<file path="src/rtl/ddio_in_deser.sv">
// DDR input deserializer: captures din on both clock edges and assembles WIDTH-bit words, MSB first.
// Optional bitslip alignment port is built only when DDIO_IN_BITSLIP_EN is defined.
module ddio_in_deser #(
    parameter int unsigned WIDTH = 8
) (
    input  logic             clk,
    input  logic             rst_n,
    input  logic             din,
    input  logic             rx_en,
`ifdef DDIO_IN_BITSLIP_EN
    input  logic             bitslip,
`endif
    output logic [WIDTH-1:0] word_data,
    output logic             word_valid,
    input  logic             word_ready,
    output logic             overflow
);

    localparam int unsigned Pairs = WIDTH / 2;
    localparam int unsigned CntW  = (Pairs > 1) ? $clog2(Pairs) : 1;

    logic             cap_r_q;
    logic             cap_f_q;
    logic             f_d_q;
    logic [CntW-1:0]  cnt_q, cnt_d;
    logic             phase_q, phase_d;
    logic [WIDTH-3:0] shreg_q, shreg_d;
    logic [WIDTH-1:0] data_q, data_d;
    logic             valid_q, valid_d;
    logic             ovf_q, ovf_d;

    logic             slip;
    logic [1:0]       pair;
    logic [WIDTH-1:0] full_word;
    logic             complete;

`ifdef DDIO_IN_BITSLIP_EN
    assign slip = bitslip;
`else
    assign slip = 1'b0;
`endif

    always_ff @(negedge clk) begin
        if (!rst_n) begin
            cap_f_q <= 1'b0;
        end else begin
            cap_f_q <= din;
        end
    end

    always_ff @(posedge clk) begin
        if (!rst_n) begin
            cap_r_q <= 1'b0;
            f_d_q   <= 1'b0;
            cnt_q   <= '0;
            phase_q <= 1'b0;
            shreg_q <= '0;
            data_q  <= '0;
            valid_q <= 1'b0;
            ovf_q   <= 1'b0;
        end else begin
            cap_r_q <= din;
            f_d_q   <= cap_f_q;
            cnt_q   <= cnt_d;
            phase_q <= phase_d;
            shreg_q <= shreg_d;
            data_q  <= data_d;
            valid_q <= valid_d;
            ovf_q   <= ovf_d;
        end
    end

    // Phase 0 takes the falling sample straight from cap_f so a word is valid one edge after
    // its last falling bit; phase 1 pairs the older falling sample (f_d) with the rising one.
    assign pair      = phase_q ? {f_d_q, cap_r_q} : {cap_r_q, cap_f_q};
    assign full_word = {shreg_q, pair};

    always_comb begin
        cnt_d    = cnt_q;
        phase_d  = phase_q;
        shreg_d  = shreg_q;
        complete = 1'b0;
        if (slip) begin
            phase_d = ~phase_q;
            cnt_d   = '0;
            shreg_d = '0;
        end else if (!rx_en) begin
            cnt_d   = '0;
            shreg_d = '0;
        end else begin
            shreg_d = full_word[WIDTH-3:0];
            if (cnt_q == CntW'(Pairs - 1)) begin
                complete = 1'b1;
                cnt_d    = '0;
            end else begin
                cnt_d = cnt_q + CntW'(1);
            end
        end
    end

    always_comb begin
        data_d  = data_q;
        valid_d = valid_q;
        ovf_d   = ovf_q;
        if (complete) begin
            if (!valid_q || word_ready) begin
                data_d  = full_word;
                valid_d = 1'b1;
            end else begin
                ovf_d = 1'b1;
            end
        end else if (valid_q && word_ready) begin
            valid_d = 1'b0;
        end
    end

    assign word_data  = data_q;
    assign word_valid = valid_q;
    assign overflow   = ovf_q;

endmodule

</file>
<file path="config.mk">
export PLATFORM = sky130hd
export DESIGN_NAME = ddio_in_deser
export DESIGN_NICKNAME = d
export VERILOG_FILES = /design/src/rtl/ddio_in_deser.sv
export SDC_FILE = /design/constraint.sdc
export NUM_CORES = 1
export LEC_CHECK = 0
export CAP_MARGIN = 20
export CORE_MARGIN = 3
export CORE_UTILIZATION = 25
export CTS_BUF_LIST = sky130_fd_sc_hd__clkbuf_8
export CTS_CLUSTER_SIZE = 25
export DETAILED_ROUTE_END_ITERATION = 8
export GPL_ROUTABILITY_DRIVEN = 0
export HOLD_SLACK_MARGIN = 0.15
export REMOVE_ABC_BUFFERS = 1
export SLEW_MARGIN = 25
export SYNTH_ARGS = -nofsm -noshare
export SYNTH_HDL_FRONTEND = slang
export SYNTH_SLANG_ARGS = --single-unit
</file>
<file path="constraint.sdc">
create_clock -name clk -period 1.7 [get_ports clk]
set_input_delay 0.17 -clock clk [delete_from_list [all_inputs] [get_ports clk]]
set_output_delay 0.17 -clock clk [all_outputs]
set_load 0.01 [all_outputs]
</file>
======== Yosys cells after proc, flatten, opt, wreduce, memory -nomap -nowiden ========
Cells that the tools add are included.
storage, ports and cells
  flip-flop bits (word level) ............. 20
  output and inout bits ................... 10
  word-level logic and storage cells ...... 28
operators by class
  $add $sub $neg .......................... 1
  equal/unequal tests ..................... 2
  multiplexer cells ....................... 6
  bitwise gates (word level) .............. 3
  reductions and logical operators ........ 9
operators by type and width
  kind                                           count
  AND reduction 2 bit                            4
  2-to-1 mux 1 bit                               6
  NOT 1 bit                                      3
  OR reduction 3 bit                             1
  adder 2 x 1 -> 2 bit, second input constant    1
  == test 2 bit, second input constant           1
  != test 2 x 1 -> 1 bit, second input constant  1
  nonzero test 2 bit                             1
  logical AND 1 bit                              1
  zero test 1 bit                                1
  logical OR 1 bit                               1

======== Longest topological paths before layout ========
  depth in word-level cells ............... 5
  depth in mapped cells ................... 5

==> run summary <==
Pin count of the biggest net entering global routing - 26
Yosys reg bits - 20
I/O Buffers - 14
Setup Skew - 0.0626 ns
Vias per std cell - 4.21
CP Capture Type - register
Leakage - 0.349 nW
CP peak stage delay - 0.29 ns
Hold Path Class - reg -> reg
Required time worst endpoint - 1.85 ns
Clk buf depth - 2
Yosys Warn Count - 0
Setup slack after layout - 0.233 ns
First-pass GRT wire length - 1930 um
CP Class - reg -> reg
Post-synthesis mux area share - 11.3%
Row Count - 18
Final nets - 89
Vias in the first global route - 439
Layout Utilization - 35.3%
N_diodes - 0
Initial antenna violation count - 0
CP Data Arrival Time - 1.62 ns
CP Max Fanout - 2
H-Tree Level Count - 1
Routed wire per std cell - 10.3 um
Fin. Hold Viols - 0
Hold Buf Count CTS - 0
Power Total - 827 uW
Pre-antenna DRT Iters - 2
CTS buffer count - 3
Outcome - complete, no violations
Total Routed Length - 1160 um
Sequential element share of the synthesized area - 56.6%
Setup Fix Bufs, Post-CTS - 0
Area Overhead vs Synth - 29.4%
CTS tree - built
Largest family of logic cells by synthesized area - simple AND/OR/NAND/NOR gates
Core area - 2590 sq um
CP max stage cell - dfxtp_1
Synth Area in Compound Gates - 2.12%
Mean Syn Cell Area - 10.7 sq um
Cells after Synth - 66
Initial DRC count - 7
Worst path top cell family by delay - flip-flops
# resized after CTS - 0
Worst rel slew slack - 77.5%
MaxCap Viol Count - 0
Layout cells sized above 1 - 17.1%
Crit-path cells - and3_2
DRT antenna net count - 0
Initial Utilization - 27.3%
DRC Markers - 0
Die X - 59.2 um
Peak VDD IR - 672 uV
Gr ovfl total - 0
Clock root buffer - clkbuf_8
XOR/XNOR Fraction of Synth Area - 0%
Total number of vias - 472
GRT Overall Usage - 7.50%
Hpwl dp - 798 um
Synth Cell Area - 707 sq um
Simple-Gate Fraction of Synth Area - 23.4%
Clk slew on worst S/H paths - 0.07 ns
Worst Path Buf+Inv - 0
Nature of the critical path startpoint - register
Die Ht - 59.2 um
RSZ-0062 raised after global routing - false
Post-place setup slack - 0.000244 ns
Cell Pwr Density - 904 nW/um^2
Count of final setup violators - 0
Die Footprint - 3500 sq um
Worst skew pair latency - 0.31 ns
Worst slew pin tran - 0.336 ns
TNS Setup - 0 ns
IO Count - 15
Final Max Tran Viols - 0
Synthesized-area fraction occupied by adder cells - 1.77%
Post-synth cell types - 18
Clk sink count - 20
==> per-stage QoR <==
step	cell area, sq um	instances	hold slack, ns
final	915	112	0.431
after global routing	915	112	0.457
after CTS	915	112	0.433
after detailed placement	870	108	0.422
after global placement	870	108	0.413
after floorplan	677	62	0.287
==> where the power goes <==
part / internal, mW / switching [mW] / total [mW] / leakage [nW]
clock: 0.164 / 0.152 / 0.315 / 0.0285
combinational: 0.0181 / 0.0157 / 0.0338 / 0.159
sequential: 0.475 / 0.00276 / 0.478 / 0.162
total: 0.657 / 0.170 / 0.827 / 0.349
==> final cells by class <==
| cell class | instances | area (sq um) |
|---|---|---|
| flip-flops and latches | 20 | 400 |
| multi-input cells | 41 | 273 |
| fillers | 263 | 1680 |
| clock inverters | 2 | 7.51 |
| clock buffers | 3 | 41.3 |
| well taps | 30 | 37.5 |
| repair buffers | 16 | 155 |
==> logic make-up after synthesis <==
| family | after synthesis |
|---|---|
| AO/OA/AOI/OAI | 2 |
| adder cells (fa/ha/maj) | 1 |
| AND/OR/NAND/NOR | 30 |
| buffers and inverters | 5 |
| flip-flops | 20 |
| multiplexers | 8 |
==> cell usage after synthesis <==
| cell | number | area, sq um |
|---|---|---|
| a21boi_0 | 1 | 7.51 |
| and2_1 | 1 | 6.26 |
| and3_2 | 6 | 45.0 |
| buf_2 | 2 | 10.0 |
| buf_8 | 1 | 15.0 |
| clkbuf_2 | 1 | 5.00 |
| dfxtp_1 | 20 | 400 |
| ha_1 | 1 | 12.5 |
| inv_1 | 1 | 3.75 |
| mux2i_1 | 8 | 80.1 |
| nand2_1 | 17 | 63.8 |
| nand2_2 | 1 | 6.26 |
| nand2b_4 | 1 | 13.8 |
| nor2_1 | 1 | 3.75 |
| nor2b_4 | 1 | 13.8 |
| nor3_1 | 1 | 5.00 |
| nor3b_1 | 1 | 7.51 |
| o21a_1 | 1 | 7.51 |
==> placed cells by master (no fill, tap or decap), types with 2 or more instances in the layout <==
| cell | synthesis | final |
|---|---|---|
| and3_2 | 6 | 6 |
| buf_4 | 0 | 2 |
| clkbuf_8 | 0 | 3 |
| clkdlybuf4s50_1 | 0 | 14 |
| dfxtp_1 | 20 | 20 |
| mux2i_1 | 8 | 8 |
| nand2_1 | 17 | 17 |
==> worst paths after layout <==
check	from	endpoint	slack, ns	cells past startpoint
worst min-delay path	cnt_q[0]$_SDFF_PP0_	cnt_q[0]$_SDFF_PP0_	0.43	1
worst max register to register	cap_f_q$_DFF_N_	shreg_q[0]$_SDFF_PN0_	0.23	1
worst max-delay path	cap_f_q$_DFF_N_	shreg_q[0]$_SDFF_PN0_	0.23	1
worst min register to register	cnt_q[0]$_SDFF_PP0_	cnt_q[0]$_SDFF_PP0_	0.43	1
==> per-layer routing <==
layer  track usage, %  wire length (um)  vias up
li1                 -                 -      243
met1             9.91               619      218
met2             10.4               470       11
met3             5.01                68        0
met4            0.971                 0        0
met5                0                 0        -
==> state kept, by name (all words and copies together) (netlist names) <==
signal,cells
cnt_q,2
word_valid,1
shreg_q,6
cap_r_q,1
overflow,1
cap_f_q,1
word_data,8
Power figures use the tool's default switching activity.
